===== src/rtl/branch_pkg.sv =====
// Shared types and constants for the branch controller: op encoding,
// PC branch codes and the constant jump/branch target table.
package branch_pkg;

    localparam int D_DEF = 12;
    localparam int L_DEF = 5;

    typedef enum logic [2:0] {
        OP_NOP  = 3'b000,
        OP_BRT  = 3'b001,
        OP_BRF  = 3'b010,
        OP_JMP  = 3'b011,
        OP_CALL = 3'b100,
        OP_RET  = 3'b101,
        OP_HALT = 3'b110,
        OP_RSVD = 3'b111
    } br_op_t;

    localparam logic [1:0] BR_SEQ    = 2'b00;
    localparam logic [1:0] BR_T      = 2'b01;
    localparam logic [1:0] BR_F      = 2'b10;
    localparam logic [1:0] BR_ALWAYS = 2'b11;

    // Target table: entry i holds 12'h010 + 16*i.
    localparam logic [D_DEF-1:0] TGT_LUT [2**L_DEF] = '{
        12'h010, 12'h020, 12'h030, 12'h040, 12'h050, 12'h060, 12'h070, 12'h080,
        12'h090, 12'h0a0, 12'h0b0, 12'h0c0, 12'h0d0, 12'h0e0, 12'h0f0, 12'h100,
        12'h110, 12'h120, 12'h130, 12'h140, 12'h150, 12'h160, 12'h170, 12'h180,
        12'h190, 12'h1a0, 12'h1b0, 12'h1c0, 12'h1d0, 12'h1e0, 12'h1f0, 12'h200
    };

    // The PC port is 3 bits wide; the top bit is always zero.
    function automatic logic [2:0] br_code(input logic [1:0] code);
        return {1'b0, code};
    endfunction

endpackage


===== src/rtl/branch_ctrl_ras_stack.sv =====
// Circular return-address stack with saturating occupancy count.
// The pre-pop top entry is presented combinationally.
module ras_stack
    import branch_pkg::*;
#(
    parameter int D     = 12,
    parameter int DEPTH = 4
) (
    input  logic                       clk,
    input  logic                       reset,
    input  logic                       push,
    input  logic                       pop,
    input  logic [D-1:0]               din,
    output logic [D-1:0]               top,
    output logic [$clog2(DEPTH+1)-1:0] count,
    output logic                       full,
    output logic                       empty
);

    localparam int PW = $clog2(DEPTH);
    localparam int CW = $clog2(DEPTH+1);

    logic [D-1:0]  mem_reg [DEPTH];
    logic [PW-1:0] ptr_reg;
    logic [CW-1:0] count_reg;

    // When full, ptr points at the oldest entry, so a push overwrites it.
    genvar gi;
    generate
        for (gi = 0; gi < DEPTH; gi++) begin : g_entry
            always_ff @(posedge clk) begin
                if (reset) begin
                    mem_reg[gi] <= '0;
                end else if (push && (ptr_reg == PW'(gi))) begin
                    mem_reg[gi] <= din;
                end
            end
        end
    endgenerate

    always_ff @(posedge clk) begin
        if (reset) begin
            ptr_reg   <= '0;
            count_reg <= '0;
        end else if (push) begin
            ptr_reg <= ptr_reg + PW'(1);
            if (count_reg != CW'(DEPTH)) begin
                count_reg <= count_reg + CW'(1);
            end
        end else if (pop) begin
            ptr_reg <= ptr_reg - PW'(1);
            if (count_reg != '0) begin
                count_reg <= count_reg - CW'(1);
            end
        end
    end

    assign top   = mem_reg[ptr_reg - PW'(1)];
    assign count = count_reg;
    assign full  = (count_reg == CW'(DEPTH));
    assign empty = (count_reg == '0);

endmodule


===== src/rtl/branch_ctrl.sv =====
// Branch-op decode feeding the PC: target LUT, return-address stack and
// sticky overflow/underflow/halt status.
module branch_ctrl
    import branch_pkg::*;
#(
    parameter int D     = 12,
    parameter int L     = 5,
    parameter int DEPTH = 4
) (
    input  logic         clk,
    input  logic         reset,
    input  logic [2:0]   br_op,
    input  logic [L-1:0] lut_idx,
    input  logic [D-1:0] pc_in,
    output logic [2:0]   branch,
    output logic [D-1:0] target,
    output logic         ras_empty,
    output logic         ras_full,
    output logic         ras_ovf,
    output logic         ras_unf,
    output logic         halted
);

    localparam int CW = $clog2(DEPTH+1);

    logic [D-1:0]  lut_tgt;
    logic [D-1:0]  ras_top;
    logic [CW-1:0] ras_count;
    logic          ras_push;
    logic          ras_pop;
    logic          stk_full;
    logic          stk_empty;
    logic          set_ovf;
    logic          set_unf;
    logic          set_halt;
    logic          ras_ovf_reg;
    logic          ras_unf_reg;
    logic          halted_reg;

    assign lut_tgt = D'(TGT_LUT[lut_idx]);

    ras_stack #(
        .D     (D),
        .DEPTH (DEPTH)
    ) u_ras (
        .clk   (clk),
        .reset (reset),
        .push  (ras_push),
        .pop   (ras_pop),
        .din   (pc_in + D'(1)),
        .top   (ras_top),
        .count (ras_count),
        .full  (stk_full),
        .empty (stk_empty)
    );

    // Once halted, every op is ignored and the PC is parked on pc_in.
    always_comb begin
        branch   = br_code(BR_SEQ);
        target   = '0;
        ras_push = 1'b0;
        ras_pop  = 1'b0;
        set_ovf  = 1'b0;
        set_unf  = 1'b0;
        set_halt = 1'b0;
        if (halted_reg) begin
            branch = br_code(BR_ALWAYS);
            target = pc_in;
        end else begin
            case (br_op_t'(br_op))
                OP_BRT: begin
                    branch = br_code(BR_T);
                    target = lut_tgt;
                end
                OP_BRF: begin
                    branch = br_code(BR_F);
                    target = lut_tgt;
                end
                OP_JMP: begin
                    branch = br_code(BR_ALWAYS);
                    target = lut_tgt;
                end
                OP_CALL: begin
                    branch   = br_code(BR_ALWAYS);
                    target   = lut_tgt;
                    ras_push = 1'b1;
                    set_ovf  = stk_full;
                end
                OP_RET: begin
                    if (stk_empty) begin
                        set_unf = 1'b1;
                    end else begin
                        branch  = br_code(BR_ALWAYS);
                        target  = ras_top;
                        ras_pop = 1'b1;
                    end
                end
                OP_HALT: begin
                    branch   = br_code(BR_ALWAYS);
                    target   = pc_in;
                    set_halt = 1'b1;
                end
                default: begin
                    branch = br_code(BR_SEQ);
                    target = '0;
                end
            endcase
        end
    end

    always_ff @(posedge clk) begin
        if (reset) begin
            ras_ovf_reg <= 1'b0;
            ras_unf_reg <= 1'b0;
            halted_reg  <= 1'b0;
        end else begin
            if (set_ovf)  ras_ovf_reg <= 1'b1;
            if (set_unf)  ras_unf_reg <= 1'b1;
            if (set_halt) halted_reg  <= 1'b1;
        end
    end

    assign ras_empty = stk_empty;
    assign ras_full  = stk_full;
    assign ras_ovf   = ras_ovf_reg;
    assign ras_unf   = ras_unf_reg;
    assign halted    = halted_reg;

endmodule


===== config.mk =====
export PLATFORM = sky130hd
export DESIGN_NAME = branch_ctrl
export DESIGN_NICKNAME = d
export VERILOG_FILES = /design/src/rtl/branch_pkg.sv /design/src/rtl/branch_ctrl_ras_stack.sv /design/src/rtl/branch_ctrl.sv
export SDC_FILE = /design/constraint.sdc
export NUM_CORES = 1
export LEC_CHECK = 0
export CAP_MARGIN = 20
export CORE_MARGIN = 1
export CORE_UTILIZATION = 55
export CTS_BUF_LIST = sky130_fd_sc_hd__clkbuf_4 sky130_fd_sc_hd__clkbuf_8
export DETAILED_ROUTE_END_ITERATION = 7
export HOLD_SLACK_MARGIN = 0.06
export PLACE_DENSITY_LB_ADDON = 0.08
export SLEW_MARGIN = 20
export SYNTH_ARGS = -nofsm -noshare
export SYNTH_HDL_FRONTEND = slang
export SYNTH_SLANG_ARGS = --single-unit

===== constraint.sdc =====
create_clock -name clk -period 3.61 [get_ports clk]
set_clock_uncertainty 0.15 [all_clocks]
set_input_delay 0.722 -clock clk [delete_from_list [all_inputs] [get_ports clk]]
set_output_delay 0.722 -clock clk [all_outputs]
set_load 0.02 [all_outputs]

==> results.sh <==
export IMPL_cpPeakStageDelay_ns=0.54
export IMPL_drt_iter0_markers=157
export IMPL_synthesis_area_um2=3030
export IMPL_dieWidth_um=76.3
export IMPL_crit_buf_inv=3
export IMPL_io_pins=42
export IMPL_vdd_ir_drop_worst_v=0.000238
export IMPL_fp_coreArea_um2=5200
export IMPL_finalHoldViolations=0
export IMPL_cellLeakagePower_nw=1.40
export IMPL_start_util_pct=58.3
export IMPL_drt_pass1_iterations=5
export IMPL_largest_reg_flops=48
export IMPL_wl_per_cell_um=17.5
export IMPL_final_cells=379
export IMPL_postRouteWirelength_um=6630
export IMPL_die_area_um2=5820
export IMPL_synth_edf_count=48
export IMPL_outcome="completed"
export IMPL_grt_pass1_wl_um=10600
export IMPL_hpwl_um=4550
export IMPL_synth_area_leaders="edfxtp_1 (48%), mux4_2 (8.9%), nor2_1 (7.2%), dfxtp_1 (5.3%), ha_1 (2.9%)"
export IMPL_crit_type="flip-flop to primary output"
export IMPL_path_clk_slew_ns=0.11
export IMPL_crit_slowest_cell="clkdlybuf4s50_1"
export IMPL_synth_cell_types=46
export IMPL_finalHoldWorstSlack_ns=0.332
export IMPL_dp_cells=369
export IMPL_syn_nets=291
export IMPL_crit_chain="inv_1 -> ha_1 -> buf_4 -> mux4_2 -> a22o_1 -> clkdlybuf4s50_1"
export IMPL_first_global_vias=2143
export IMPL_worstHoldPathType="flip-flop to flip-flop"
export IMPL_maxSlewViolCount=0
export IMPL_antenna_found_initial=0
export IMPL_drc=0
export IMPL_critPathMaxFanout=9
export IMPL_max_slew_margin_pct=61.5
export IMPL_clockBufferDepth=2
export IMPL_ant_nets=0
export IMPL_ys_seq_area_share_pct=52.8
export IMPL_timing_fmax_mhz=291
export IMPL_gr_usage_all_layers_pct=23.9
export IMPL_cts_inserted_buffers=5
export IMPL_crit_required_ns=2.74
export IMPL_final_nets=338
export IMPL_worst_pin_slew_ns=0.578
export IMPL_port_buffers=40
export IMPL_synth_top_cell_area_share_pct=47.5
export IMPL_cts_tree="built"
export IMPL_start_kind="flip-flop"
export IMPL_rsz0062_at_grt="false"
export IMPL_cts_hold_buffers=0
export IMPL_finalSetupViolCount=0
export IMPL_layout_drive_gt1_share_pct=14.6
export IMPL_final_cell_mix="nor2_1 (58), edfxtp_1 (48), clkdlybuf4s50_1 (33), nand2_1 (19), buf_4 (14)"
export IMPL_syn_inst=261
export IMPL_synth_largest_area_cell="edfxtp_1"
export IMPL_grt_max_degree=18
export IMPL_syn_avg_cell_area_um2=11.6
export IMPL_cts_sinks=56
export IMPL_fp_dieH_um=76.3
export IMPL_htree_levels=2
export IMPL_grt_ovfl_total=0
export IMPL_clockRootBuffer="clkbuf_8"
export IMPL_post_route_util_pct=70.1
export IMPL_num_antenna_cells=0
export IMPL_yosys_warnings=0
export IMPL_crit_family="buffers and inverters"
export IMPL_power_density_nw_per_um2=369
export IMPL_num_vias=2182
export IMPL_viasPerCell=5.76
export IMPL_min_period_ns=3.44
export IMPL_final_common_cell="nor2_1"
export IMPL_area_growth_syn_to_layout_pct=20.2
export IMPL_ys_ff_latch=56
export IMPL_placed_area_um2=3540
export IMPL_rows=26
export IMPL_clock_latency_ns=0.31
export IMPL_synthArstFlopShare_pct=0
export IMPL_design_area_um2=3650
export IMPL_gp_congestion=0.820
export IMPL_maxCapViolCount=0
export IMPL_end_kind="primary output"
export IMPL_arrival_ns=2.56
export IMPL_synth_ff_type="edfxtp_1"
export IMPL_fin_crit_sh_pct=95.2
metrics by stage:
step           total power [mW]  TNS [ns]  setup slack, ns
3_3_place_gp               1.02    -0.592           -0.157
2_1_floorplan             0.909         0            0.597
4_1_cts                    1.35         0           0.0339
3_5_place_dp               1.02    -0.498           -0.127
6_report                   1.35         0            0.174
5_1_grt                    1.40         0           0.0577
layer usage:
layer | share of wire (%) | GRT usage [%] | vias to the layer above
met2 | 53 | 42.3 | 94
met3 | 9.3 | 4.31 | 8
li1 | - | - | 1043
met1 | 37 | 29.7 | 1037
met5 | 0 | 0 | -
met4 | 1.3 | 7.88 | 0
area by class of cell:
class | count | area [um^2]
fill | 398 | 1560
timing repair buffer | 55 | 528
tap | 70 | 87.6
inverter | 5 | 18.8
clock buffer | 6 | 76.3
multi-input combinational | 185 | 1330
sequential | 56 | 1600
clock inverter | 2 | 11.3
synth_stat cells, types with 5 or more instances:
library cell / n
nor2_1: 58
edfxtp_1: 48
nand2_1: 19
mux4_2: 12
a21oi_1: 9
dfxtp_1: 8
a22o_1: 7
and3_1: 7
ha_1: 7
xnor2_1: 7
a21o_1: 6
buf_2: 6
xor2_1: 5
what timing repair did:
item                                   4_1_cts  5_1_grt
setup endpoints to repair                    9        8
endpoints found under the hold margin        0        0
pin swaps                                    0        1
gates cloned                                 0        0
buffers inserted                             2        0
resized for setup                            5        3
cells by family after synthesis:
| kind of cell | after synthesis | share of synthesized area, % |
|---|---|---|
| AO/OA/AOI/OAI | 37 | 8.74 |
| XOR/XNOR | 12 | 3.46 |
| other | 1 | 0.124 |
| adder cells (fa/ha/maj) | 8 | 3.55 |
| multiplexers | 14 | 9.61 |
| buffers and inverters | 20 | 3.59 |
| flip-flops | 56 | 52.8 |
| AND/OR/NAND/NOR | 113 | 18.1 |
path summary, 6_finish.rpt:
path / from / end / slack (ns) / depth (start not counted)
worst min-delay path: ras_ovf / ras_ovf / 0.33 / 2
worst max-delay path: u_ras.ptr_reg[1] / target[0] / 0.17 / 6
worst min register to register: ras_ovf / ras_ovf / 0.33 / 2
worst max register to register: halted / u_ras.count[2] / 1.09 / 9
report_power, final:
group | internal (mW) | switching (mW) | leakage, nW
Clock | 0.144 | 0.197 | 0.0489
Sequential | 0.728 | 0.0128 | 0.563
Combinational | 0.127 | 0.139 | 0.791
worst min-delay path, cell delays in order, from the launching register on:
cell,delay (ns)
dfxtp_1,0.34
a21oi_1,0.04
nor2_1,0.07
Power figures use the tool's default switching activity.
